$ cat src/rtl/multicycle_ctrl.sv
// multicycle_ctrl
//   Main control FSM of the multicycle MIPS core. Sequences every
//   instruction through fetch / decode / execute / memory / writeback and
//   handshakes with a variable-latency memory through i_mem_ready.
//   Outputs are decoded combinationally from the state register and
//   i_op/i_funct and are forced to 0 while i_reset_n is low.
//
// Ports
//   i_clk, i_reset_n       clock, asynchronous active-low reset
//   i_op, i_funct          opcode / function field from the instruction register
//   i_mem_ready            memory access completes this cycle
//   o_memread ... o_alusrca  datapath strobes/selects
//   o_memwrite             00 none, 01 word, 10 half, 11 byte
//   o_alusrcb, o_pcsrc     ALU operand B / PC source selects
//   o_aluop                ALU code, zero-extended to ALUOP_W
//   o_ne ... o_jr          branch-sense and load/link qualifiers
//   o_mem_err, o_ill_op    sticky error flags (cleared only by reset)
//
// Build option
//   MULTICYCLE_CTRL_TIMEOUT_EN : adds the memory wait counter and the
//   timeout-to-ERR transition. Without it waits are unbounded and
//   o_mem_err is tied to 0.
//
// state  | meaning
// FETCH  | read instruction, PC+4; waits on memory
// DECODE | branch target into ALUOut, dispatch on opcode
// MEMADR | effective address for loads/stores
// MEMRD  | data read; waits on memory
// MEMWB  | load result into register file
// MEMWR  | data write (word/half/byte); waits on memory
// RTEXE  | R-type ALU operation
// RTWB   | R-type writeback (rd)
// IEXE   | immediate ALU operation
// IWB    | immediate writeback (rt)
// BRANCH | compare and conditional PC update
// JUMP   | j
// JAL    | jal (PC update + link)
// JR     | jr
// ERR    | dead state, left only by reset

module multicycle_ctrl #(
    parameter int ALUOP_W     = 4,
    parameter int MEM_TIMEOUT = 15
) (
    input  logic               i_clk,
    input  logic               i_reset_n,
    input  logic [5:0]         i_op,
    input  logic [5:0]         i_funct,
    input  logic               i_mem_ready,
    output logic               o_memread,
    output logic               o_iord,
    output logic               o_irwrite,
    output logic               o_pcwrite,
    output logic               o_branch,
    output logic               o_regwrite,
    output logic               o_regdst,
    output logic               o_memtoreg,
    output logic               o_alusrca,
    output logic [1:0]         o_memwrite,
    output logic [1:0]         o_alusrcb,
    output logic [1:0]         o_pcsrc,
    output logic [ALUOP_W-1:0] o_aluop,
    output logic               o_ne,
    output logic               o_lez,
    output logic               o_half,
    output logic               o_b,
    output logic               o_lbu,
    output logic               o_link,
    output logic               o_jr,
    output logic               o_mem_err,
    output logic               o_ill_op
);

    if (ALUOP_W < 4 || MEM_TIMEOUT < 1) begin : g_param_check
        $error("multicycle_ctrl: ALUOP_W must be >= 4 and MEM_TIMEOUT >= 1");
    end

    localparam logic [5:0] OP_RTYPE = 6'b000000, OP_J    = 6'b000010, OP_JAL  = 6'b000011,
                           OP_BEQ   = 6'b000100, OP_BNE  = 6'b000101, OP_BLEZ = 6'b000110,
                           OP_ADDI  = 6'b001000, OP_SLTI = 6'b001010, OP_ANDI = 6'b001100,
                           OP_ORI   = 6'b001101, OP_XORI = 6'b001110, OP_LUI  = 6'b001111,
                           OP_LB    = 6'b100000, OP_LH   = 6'b100001, OP_LW   = 6'b100011,
                           OP_LBU   = 6'b100100, OP_SB   = 6'b101000, OP_SH   = 6'b101001,
                           OP_SW    = 6'b101011;
    localparam logic [5:0] FUNCT_JR = 6'b001000;

    localparam logic [3:0] ALU_ADD = 4'b0000, ALU_SUB = 4'b0001, ALU_OR  = 4'b0011,
                           ALU_AND = 4'b0111, ALU_XOR = 4'b0101, ALU_SLT = 4'b0110,
                           ALU_LUI = 4'b0100, ALU_FN  = 4'b1111;

    typedef enum logic [3:0] {
        S_FETCH, S_DECODE, S_MEMADR, S_MEMRD, S_MEMWB, S_MEMWR, S_RTEXE, S_RTWB,
        S_IEXE, S_IWB, S_BRANCH, S_JUMP, S_JAL, S_JR, S_ERR
    } state_t;

    state_t     r_state;
    logic       r_ill_op;
    logic       w_is_load;
    logic       w_is_store;
    logic       w_is_imm;
    logic       w_is_branch;
    logic [3:0] w_imm_aluop;
    logic [1:0] w_store_size;
    logic [3:0] w_aluop;
    logic       w_timeout;

    always_comb begin
        w_is_load   = (i_op == OP_LW) || (i_op == OP_LH) || (i_op == OP_LB) || (i_op == OP_LBU);
        w_is_store  = (i_op == OP_SW) || (i_op == OP_SH) || (i_op == OP_SB);
        w_is_branch = (i_op == OP_BEQ) || (i_op == OP_BNE) || (i_op == OP_BLEZ);
        w_is_imm    = 1'b1;
        w_imm_aluop = ALU_ADD;
        case (i_op)
            OP_ADDI: w_imm_aluop = ALU_ADD;
            OP_ORI:  w_imm_aluop = ALU_OR;
            OP_ANDI: w_imm_aluop = ALU_AND;
            OP_XORI: w_imm_aluop = ALU_XOR;
            OP_LUI:  w_imm_aluop = ALU_LUI;
            OP_SLTI: w_imm_aluop = ALU_SLT;
            default: w_is_imm    = 1'b0;
        endcase
        case (i_op)
            OP_SW:   w_store_size = 2'b01;
            OP_SH:   w_store_size = 2'b10;
            OP_SB:   w_store_size = 2'b11;
            default: w_store_size = 2'b00;
        endcase
    end

`ifdef MULTICYCLE_CTRL_TIMEOUT_EN
    localparam int WAIT_W = (MEM_TIMEOUT < 1) ? 1 : $clog2(MEM_TIMEOUT + 1);

    logic [WAIT_W-1:0] r_wait_cnt;
    logic              r_mem_err;
    logic              w_wait_state;

    assign w_wait_state = (r_state == S_FETCH) || (r_state == S_MEMRD) || (r_state == S_MEMWR);
    // A completing access in the timeout cycle still wins: timeout needs !ready.
    assign w_timeout    = w_wait_state && !i_mem_ready && (r_wait_cnt == WAIT_W'(MEM_TIMEOUT));

    // Counter is zero outside the wait states, so every entry into one starts at 0.
    always_ff @(posedge i_clk or negedge i_reset_n) begin
        if (!i_reset_n) begin
            r_wait_cnt <= '0;
            r_mem_err  <= 1'b0;
        end else begin
            if (w_wait_state && !i_mem_ready) r_wait_cnt <= r_wait_cnt + 1'b1;
            else                              r_wait_cnt <= '0;
            if (w_timeout) r_mem_err <= 1'b1;
        end
    end

    assign o_mem_err = r_mem_err;
`else
    assign w_timeout = 1'b0;
    assign o_mem_err = 1'b0;
`endif

    assign o_ill_op = r_ill_op;

    always_ff @(posedge i_clk or negedge i_reset_n) begin
        if (!i_reset_n) begin
            r_state  <= S_FETCH;
            r_ill_op <= 1'b0;
        end else begin
            case (r_state)
                S_FETCH: begin
                    if (i_mem_ready)    r_state <= S_DECODE;
                    else if (w_timeout) r_state <= S_ERR;
                end
                S_DECODE: begin
                    if (i_op == OP_RTYPE)             r_state <= (i_funct == FUNCT_JR) ? S_JR : S_RTEXE;
                    else if (w_is_load || w_is_store) r_state <= S_MEMADR;
                    else if (w_is_imm)                r_state <= S_IEXE;
                    else if (w_is_branch)             r_state <= S_BRANCH;
                    else if (i_op == OP_J)            r_state <= S_JUMP;
                    else if (i_op == OP_JAL)          r_state <= S_JAL;
                    else begin
                        r_state  <= S_ERR;
                        r_ill_op <= 1'b1;
                    end
                end
                S_MEMADR: r_state <= w_is_load ? S_MEMRD : S_MEMWR;
                S_MEMRD: begin
                    if (i_mem_ready)    r_state <= S_MEMWB;
                    else if (w_timeout) r_state <= S_ERR;
                end
                S_MEMWR: begin
                    if (i_mem_ready)    r_state <= S_FETCH;
                    else if (w_timeout) r_state <= S_ERR;
                end
                S_RTEXE: r_state <= S_RTWB;
                S_IEXE:  r_state <= S_IWB;
                S_MEMWB, S_RTWB, S_IWB, S_BRANCH, S_JUMP, S_JAL, S_JR: r_state <= S_FETCH;
                S_ERR:   r_state <= S_ERR;
                default: r_state <= S_FETCH;
            endcase
        end
    end

    always_comb begin
        o_memread  = 1'b0;  o_iord     = 1'b0;  o_irwrite = 1'b0;  o_pcwrite = 1'b0;
        o_branch   = 1'b0;  o_regwrite = 1'b0;  o_regdst  = 1'b0;  o_memtoreg = 1'b0;
        o_alusrca  = 1'b0;  o_memwrite = 2'b00; o_alusrcb = 2'b00; o_pcsrc   = 2'b00;
        o_ne       = 1'b0;  o_lez      = 1'b0;  o_half    = 1'b0;  o_b       = 1'b0;
        o_lbu      = 1'b0;  o_link     = 1'b0;  o_jr      = 1'b0;
        w_aluop    = ALU_ADD;
        if (i_reset_n) begin
            case (r_state)
                S_FETCH: begin
                    o_memread = 1'b1;
                    o_alusrcb = 2'b01;
                    o_irwrite = i_mem_ready;
                    o_pcwrite = i_mem_ready;
                end
                S_DECODE: o_alusrcb = 2'b11;
                S_MEMADR: begin
                    o_alusrca = 1'b1;
                    o_alusrcb = 2'b10;
                end
                S_MEMRD, S_MEMWB: begin
                    o_memread  = (r_state == S_MEMRD);
                    o_iord     = (r_state == S_MEMRD);
                    o_regwrite = (r_state == S_MEMWB);
                    o_memtoreg = (r_state == S_MEMWB);
                    o_half     = (i_op == OP_LH) || (i_op == OP_LB);
                    o_b        = (i_op == OP_LB);
                    o_lbu      = (i_op == OP_LBU);
                end
                S_MEMWR: begin
                    o_iord     = 1'b1;
                    o_memwrite = w_store_size;
                end
                S_RTEXE: begin
                    o_alusrca = 1'b1;
                    w_aluop   = ALU_FN;
                end
                S_RTWB: begin
                    o_regwrite = 1'b1;
                    o_regdst   = 1'b1;
                end
                S_IEXE: begin
                    o_alusrca = 1'b1;
                    o_alusrcb = 2'b10;
                    w_aluop   = w_imm_aluop;
                end
                S_IWB: begin
                    o_regwrite = 1'b1;
                    w_aluop    = w_imm_aluop;
                end
                S_BRANCH: begin
                    o_alusrca = 1'b1;
                    o_branch  = 1'b1;
                    o_pcsrc   = 2'b01;
                    w_aluop   = ALU_SUB;
                    o_ne      = (i_op == OP_BNE);
                    o_lez     = (i_op == OP_BLEZ);
                end
                S_JUMP, S_JAL: begin
                    o_pcwrite  = 1'b1;
                    o_pcsrc    = 2'b10;
                    o_regwrite = (r_state == S_JAL);
                    o_link     = (r_state == S_JAL);
                end
                S_JR: begin
                    o_pcwrite = 1'b1;
                    o_pcsrc   = 2'b11;
                    o_jr      = 1'b1;
                end
                default: ;
            endcase
        end
        o_aluop      = '0;
        o_aluop[3:0] = w_aluop;
    end

endmodule

$ cat config.mk
export PLATFORM = sky130hd
export DESIGN_NAME = multicycle_ctrl
export DESIGN_NICKNAME = d
export VERILOG_FILES = /design/src/rtl/multicycle_ctrl.sv
export SDC_FILE = /design/constraint.sdc
export NUM_CORES = 1
export LEC_CHECK = 0
export CORE_MARGIN = 5
export CORE_UTILIZATION = 44
export CTS_CLUSTER_SIZE = 24
export DETAILED_ROUTE_END_ITERATION = 10
export MAX_ROUTING_LAYER = met4
export PLACE_DENSITY = 0.91
export RECOVER_POWER = 25
export SLEW_MARGIN = 40
export SYNTH_ARGS = -nofsm -noshare
export SYNTH_HDL_FRONTEND = slang
export SYNTH_SLANG_ARGS = --single-unit
$ cat constraint.sdc
create_clock -name i_clk -period 2.6 [get_ports i_clk]
set_input_delay 0.39 -clock i_clk [delete_from_list [all_inputs] [get_ports i_clk]]
set_output_delay 0.39 -clock i_clk [all_outputs]
set_load 0.02 [all_outputs]
; ---- Word-level counts from Yosys, hierarchy flattened
; Index checks and enable logic that the tools add are counted.
[word_totals]
register_bits = 5
latch_bits = 0
ram_bits = 0
romBits = 0
inputBits = 15
out_inout_bits = 28
wordCells = 120
n_memories = 0
[op_classes]
add_sub_neg = 0
multipliers = 0
div_mod_pow = 0
order_cmp = 0
eq_ne = 36
n_shift = 0
mux = 55
bitwise_logic = 6
n_reduce_logical = 21
[ops]
columns = operator, n
row1 = $eq 6x4->1 const B, 7
row2 = $eq 6x6->1 const B, 7
row3 = $pmux 4 s8, 1
row4 = $mux 1, 29
row5 = $eq 4x4->1 const B, 7
row6 = $mux 4, 7
row7 = $eq 6x3->1 const B, 3
row8 = $pmux 2 s3, 3
row9 = $eq 4x3->1 const B, 4
row10 = $pmux 3 s5, 1
row11 = $eq 6x2->1 const B, 2
row12 = $mux 3, 4
row13 = $pmux 4 s3, 1
row14 = $mux 2, 5
row15 = $reduce_or 2->1, 5
row16 = $logic_or 1x1->1, 9
row17 = $eq 4x2->1 const B, 2
row18 = $reduce_and 7->1, 1
row19 = $logic_not 6->1, 1
row20 = $ne 2x2->1 const B, 3
row21 = $not 1->1, 6
row22 = $pmux 1 s2, 3
row23 = $reduce_or 6->1, 1
row24 = $eq 4x1->1 const B, 1
row25 = 5 further kinds, 5

; ---- Longest topological paths before layout
; Gate-level depths: netlist of run 1.
[logic_depth]
ltp_word = 8
depth_mapped = 5
depth_no_buf = 4

; ---- Least setup slack after synthesis of run 1
; No wires, ideal clock.
[synth_timing]
kind = input to output
start = input i_op[3]
end = output o_b
arrival_time_ps = 1723
t_required_ps = 2210
slack_ps = 487
stages = 4
n_path_buf = 1
cell_sequence = clkbuf_1 or3b_1 a211o_1 nor3_1
[synth_between]
elab_chain_len = 3
[synth_lines]
columns = item, line_no
row1 = from (decl), 47  ; input logic [5:0] i_op,
row2 = $eq 6x6->1, 227  ; o_b = (i_op == OP_LB);
row3 = $mux 1, 209  ; case (r_state)
row4 = $mux 1, 208  ; if (i_reset_n) begin
row5 = to (decl), 66  ; output logic o_b,
; Every way passes these cells.

; ---- Worst setup path in the final report of run 1
[layout_timing]
start = register r_state[1]
end = output o_ne
[layout_between]
elab_chain_len = 3
[layout_lines]
columns = item, line_no
row1 = from (decl), 96  ; state_t r_state;
row2 = from (signal assigned), 172  ; if (i_op == OP_RTYPE) r_state <= (i_funct == FUNCT_JR) ? S_JR : S_RTEXE;
row3 = from (signal assigned), 183  ; S_MEMADR: r_state <= w_is_load ? S_MEMRD : S_MEMWR;
row4 = $eq 4x4->1, 209
row5 = $mux 1, 209
row6 = $mux 1, 208
row7 = to (decl), 63  ; output logic o_ne,
; Every way passes these cells.

==> run_results.csv, run 1 <==
group,metric,value,unit
status,status,"complete, no violations",
worst_setup_path,crit_required,2.21,ns
global_route,grt_pass1_vias,1222,
synth,synth.distinct_cells,46,
place,dpl-instance-area,0.00144,mm^2
clocking,cts-resized-gates,8,
timing,rsz0062_at_grt,"false",
clocking,h-tree-depth,1,
synth,ys_dominant_reg_cell,"dfrtp_1",
floorplan,io_pins,43,
worst_setup_path,crit_buf_inv,2,
cells_and_area,final_cell_area,0.00147,mm^2
clocking,cts_max_path_buffers,2,
synth,syn_nets,152,
timing,fmaxAchievable,393,MHz
synth,synth-async-reset-ratio,1.00,
power,power_density,663,mW/mm^2
cells_and_area,diodes,0,
worst_setup_path,cp-start-kind,"flip-flop",
floorplan,rows,16,
floorplan,start_util,0.464,
cells_and_area,area_growth,59.5,%
timing,skew,0.00653,ns
clocking,clockRootBuffer,"clkbuf_4",
timing,report.final.hold_viol_count,0,
power,ir_worst_vdd,0.430,mV
place,gp_congestion,0.890,
floorplan,coreArea,0.00198,mm^2
synth,netlist.area_leader.share,0.136,
synth,synth_edf_count,0,
cells_and_area,layout-drive-gt1-share,0.176,
global_route,grt-ovfl-total,0,
clocking,hold_buffers,0,
timing,min_period_over_period,0.978,
synth,syn_area,920,um^2
floorplan,die_x,55.7,um
place,io_buffers,41,
worst_setup_path,critPathMaxFanout,10,
cells_and_area,final_common_cell,"clkdlybuf4s50_1",
timing,setup_viol,0,
worst_setup_path,arrival,2.15,ns
worst_setup_path,r2r_start,"r_state[1]$_DFFE_PN0P_",
synth,synth-seq-area-share,0.136,
drt,routedWlPerCell,15.8,um
place,post-dp-hpwl,2670,um
worst_setup_path,critical_path_class,"reg2out",
clocking,cts_setup_buffers,0,
floorplan,die-area,0.00310,mm^2
worst_setup_path,path_cells,"buf_4 > nor2b_1 > and3_1 > nand2_1 > nor2_1 > clkdlybuf4s50_1",
drt,wl,3370,um
clocking,cts_tree,"yes",
worst_setup_path,cp_slowest_cell,"clkdlybuf4s50_1",
power,leakage,0.642,nW
timing,setup_tns,0,ns
power,power.total,0.972,mW
worst_hold_path,hold_path_class,"reg2reg",
floorplan,dieHeight,55.7,um
drt,via_count,1224,
global_route,grt_max_degree,17,
global_route,antenna_found_initial,0,
synth,synthCells,137,
global_route,grt_use_total,0.228,
timing,hold_slack,0.488,ns
synth,synth_top_area_cell,"dfrtp_1",
drt,route.detailed.drc,0,
synth,avgSynthCellArea,6.71,um^2
drt,vias_per_cell,5.72,
cells_and_area,final_nets,203,
run,cap_violations,0,
clocking,numCtsBuffers,3,
worst_setup_path,max_stage_delay,0.61,ns
synth,synth_area_leaders,"dfrtp_1, nor2b_1, nor3_1",
global_route,grt_pass1_wl,5700,um
worst_setup_path,cp_top_family,"buffers and inverters",
clocking,cts.sinks,5,
timing,layout_min_cycle_time,2.54,ns
clocking,insertion_delay,0.25,ns
drt,drt_iter0_drc,60,
drt,ant_nets,0,
worst_setup_path,worstSetupStartpoint,"r_state[1]$_DFFE_PN0P_",
cells_and_area,final_cell_mix,"clkdlybuf4s50_1, buf_4, nand2_1",
synth,synth-seq-cells,5,
synth,yosysWarningCount,0,
drt,dr.pass1.iters,4,
worst_setup_path,end_kind,"output pin",
worst_hold_path,worstHoldStart,"o_ill_op$_DFFE_PN0P_",
clocking,clkSlewWorstSetupHoldPaths,0.04,ns
timing,final_max_slew_viol_count,0,
cells_and_area,num-fill-cells,152,
[stage by stage]
step	util	setup WS, ns	std cells
floorplan	-	0.487	137
global placement	0.726	-0.139	210
detailed placement	0.726	-0.174	210
CTS	0.738	0.0145	214
global route	0.740	0.0142	214
finish	0.740	0.0584	214
[worst paths after layout]
kind                                          end  slack, ns  cells after the start
max                                          o_ne       0.06                      6
min                          o_ill_op$_DFFE_PN0P_       0.49                      1
max reg2reg                r_state[0]$_DFFE_PN0P_       1.14                      5
min reg2reg                  o_ill_op$_DFFE_PN0P_       0.49                      1
max in group asynchronous  r_state[3]$_DFFE_PN0P_       1.90                      2
min in group asynchronous  r_state[0]$_DFFE_PN0P_       0.57                      2
[layer usage]
| metal | vias to the layer above | share of wire | track usage |
|---|---|---|---|
| li1 | 590 | - | - |
| met1 | 571 | 0.42 | 0.285 |
| met2 | 59 | 0.52 | 0.390 |
| met3 | 4 | 0.052 | 0.0209 |
| met4 | 0 | 0.0068 | 0.0590 |
| met5 | - | 0 | - |
[logic make-up after synthesis]
| logic type | Yosys count | synth area share |
|---|---|---|
| AO/OA/AOI/OAI | 34 | 0.250 |
| XOR/XNOR | 1 | 0.00953 |
| buffers and inverters | 20 | 0.102 |
| flip-flops | 5 | 0.136 |
| multiplexers | 2 | 0.0231 |
| other | 1 | 0.00408 |
| AND/OR/NAND/NOR | 74 | 0.475 |
[where the power goes]
group,internal [mW],switching (mW),total (mW),leakage (nW)
Sequential,0.106,0.0517,0.157,0.0588
Combinational,0.325,0.396,0.721,0.568
Clock,0.0583,0.0356,0.0939,0.0150
Total,0.489,0.483,0.972,0.642
[state kept, by name, summed over array words and instances, names as in the netlist]
| name | cells |
|---|---|
| o_ill_op | 1 |
| r_state | 4 |
[Yosys cell counts (all sizes together), types with 2 or more instances]
library cell and count:
o211ai 2, clkbuf 6, nor3b 4, or2 5
nand3 5, o21ai 8, inv 5, buf 9
nor2 10, nor2b 10, nor4 2, a211oi 2
nand3b 3, o22ai 3, a32oi 3, nand2 12
nand2b 6, dfrtp 5, nor3 10, o21bai 4
a21oi 6, nor4b 2
[layout make-up]
| class | instances | area, um^2 | share of cell area |
|---|---|---|---|
| flip-flops and latches | 5 | 126 | 0.0862 |
| multi-input cells | 112 | 703 | 0.480 |
| well taps | 27 | 33.8 | 0.0230 |
| clock buffers | 4 | 26.3 | 0.0179 |
| repair buffers | 61 | 558 | 0.381 |
| inverters | 5 | 18.8 | 0.0128 |
Note: power is estimated with default switching activity, not from simulation.
==> run 2: changes to the inputs <==
--- a/config.mk
+++ b/config.mk
@@ -6,12 +6,13 @@
 export NUM_CORES = 1
 export LEC_CHECK = 0
 export CORE_MARGIN = 5
-export CORE_UTILIZATION = 44
+export CORE_UTILIZATION = 41
 export CTS_CLUSTER_SIZE = 24
 export DETAILED_ROUTE_END_ITERATION = 10
 export MAX_ROUTING_LAYER = met4
-export PLACE_DENSITY = 0.91
+export PLACE_DENSITY = 0.86
 export RECOVER_POWER = 25
+export SETUP_SLACK_MARGIN = 0.2
 export SLEW_MARGIN = 40
 export SYNTH_ARGS = -nofsm -noshare
 export SYNTH_HDL_FRONTEND = slang
==> constraint.sdc (replaced) <==
create_clock -name i_clk -period 2.61 [get_ports i_clk]
set_input_delay 0.3915 -clock i_clk [delete_from_list [all_inputs] [get_ports i_clk]]
set_output_delay 0.3915 -clock i_clk [all_outputs]
set_load 0.02 [all_outputs]
==> run 2 against run 1 <==
  * Via count decreased by 3.5%
  * Utilization decreased by 9.0 points
  * Combinational power decreased by 6.5%
  * First-iteration DRC count decreased by 58%
  * Hold slack got worse by 0.14 ns
  * Global-route usage decreased by 1.8 points
  * Sequential power increased by 9%
  * Cell count decreased by 0.93%
  * Register-to-register slack about the same
==> run_results.csv, run 2 (synthesized netlist as in run 1, its figures left out) <==
group,metric,value,unit
worst_setup_path,critPathMaxFanout,9,
floorplan,start_util,0.424,
cells_and_area,final_cell_mix,"dlygate4sd2_1, buf_4, clkdlybuf4s50_1",
run,cap_violations,0,
timing,setup_viol,0,
global_route,grt_max_degree,14,
clocking,insertion_delay,0.24,ns
drt,routed.top_layer,"met3",
clocking,cts_tree,"yes",
worst_setup_path,ff2ff_path_depth,5,
clocking,clkSlewWorstSetupHoldPaths,0.04,ns
cells_and_area,largest_register_ffs,4,
worst_setup_path,arrival,1.99,ns
floorplan,die-area,0.00329,mm^2
clocking,cts_max_path_buffers,2,
cells_and_area,num-fill-cells,214,
cells_and_area,layout-drive-gt1-share,0.196,
drt,routedWlPerCell,15.1,um
power,power.total,0.935,mW
global_route,antenna_found_initial,0,
timing,layout_min_cycle_time,2.38,ns
timing,report.final.hold_viol_count,0,
cells_and_area,fin_util,0.650,
power,power_density,663,mW/mm^2
floorplan,io_pins,43,
place,post-dp-hpwl,2630,um
cells_and_area,diodes,0,
timing,setup_tns,0,ns
clocking,cts.sinks,5,
timing,fmaxAchievable,420,MHz
floorplan,coreArea,0.00217,mm^2
cells_and_area,register_area,128,um^2
floorplan,dieHeight,57.4,um
drt,via_count,1181,
global_route,grt_use_total,0.210,
clocking,cts_setup_buffers,0,
worst_setup_path,end_kind,"output pin",
global_route,grt_pass1_wl,5510,um
worst_setup_path,cp_slowest_cell,"clkdlybuf4s50_1",
drt,dr.pass1.iters,4,
drt,drt_iter0_drc,25,
timing,min_period_over_period,0.913,
worst_setup_path,crit_required,2.22,ns
timing,skew,0.00184,ns
drt,ant_nets,0,
worst_setup_path,path_cells,"clkdlybuf4s50_1 > clkbuf_1 > nor4b_4 > nand4_1 > a21boi_1 > dlygate4sd2_1",
global_route,grt_pass1_vias,1213,
drt,route.detailed.drc,0,
worst_setup_path,cp-start-kind,"input pin",
status,status,"complete, no violations",
cells_and_area,area_growth,53.3,%
floorplan,die_x,57.4,um
timing,final_max_slew_viol_count,0,
worst_setup_path,crit_buf_inv,3,
worst_hold_path,hold_path_class,"in2async",
drt,wl_met2,1660,um
clocking,clockRootBuffer,"clkbuf_4",
floorplan,rows,17,
drt,vias_per_cell,5.57,
clocking,numCtsBuffers,3,
worst_setup_path,r2r_start,"r_state[1]$_DFFE_PN0P_",
power,leakage,0.673,nW
timing,rsz0062_at_grt,"false",
clocking,h-tree-depth,1,
cells_and_area,multi_input_area,717,um^2
global_route,grt-ovfl-total,0,
drt,met3RoutedLength,150,um
drt,wl,3200,um
place,io_buffers,41,
drt,wl_met1,1390,um
cells_and_area,final_nets,200,
worst_setup_path,r2r-end,"o_ill_op$_DFFE_PN0P_",
worst_setup_path,cp_top_family,"buffers and inverters",
cells_and_area,top_register,"r_state",
worst_setup_path,critical_path_class,"in2out",
worst_setup_path,r2r_slack,1.14,ns
worst_setup_path,max_stage_delay,0.41,ns
clocking,hold_buffers,0,
power,ir_worst_vdd,0.382,mV
place,gp_congestion,0.855,
run 2: stage by stage:
stage,instance area [um^2],instances,setup WS [ns],hold WS [ns]
3_5_place_dp,1420,208,-0.159,0.514
6_report,1410,212,0.228,0.353
5_1_grt,1410,212,0.105,0.393
4_1_cts,1430,212,0.201,0.528
2_1_floorplan,920,137,0.494,0.0959
3_3_place_gp,1420,208,-0.153,0.458
run 2: timing repair:
| action | 4_1_cts | 5_1_grt |
|---|---|---|
| gates cloned | 0 | 0 |
| endpoints found under the setup margin | 23 | 14 |
| pin swaps | 0 | 0 |
| gates resized for setup | 32 | 19 |
| hold endpoints to repair | 0 | 0 |
run 2: report_power, final:
group | switching (mW) | internal, mW
Clock | 0.0316 | 0.0578
Sequential | 0.0648 | 0.106
Combinational | 0.376 | 0.298
Total | 0.473 | 0.462
run 2: cell type report:
cell class | instances | area share
flip-flops and latches | 5 | 0.0905
well taps | 28 | 0.0248
clock buffers | 4 | 0.0186
inverters | 5 | 0.0133
repair buffers | 58 | 0.344
multi-input cells | 112 | 0.508
run 2: layer usage:
metal	global-route usage	vias to the layer above
met5	-	-
met4	0.0199	0
met3	0.0385	0
met2	0.358	29
met1	0.265	564
li1	-	588
run 2: worst register-to-register path, delay by kind of cell, from the launching register on:
family | cells | cell delay (ns)
compound gates | 2 | 0.31
simple gates | 2 | 0.47
flops | 1 | 0.42
buf+inv | 1 | 0.20
run 2: worst max path at each step:
stage,start,slack [ns],end,depth (start not counted)
final,i_op[5],0.23,o_aluop[0],6
after global routing,i_op[5],0.11,o_memwrite[0],6
after global placement,i_op[5],-0.15,o_aluop[0],6
after CTS,i_op[5],0.20,o_b,5
after detailed placement,i_op[5],-0.16,o_aluop[0],6
after floorplan,i_op[3],0.49,o_b,4
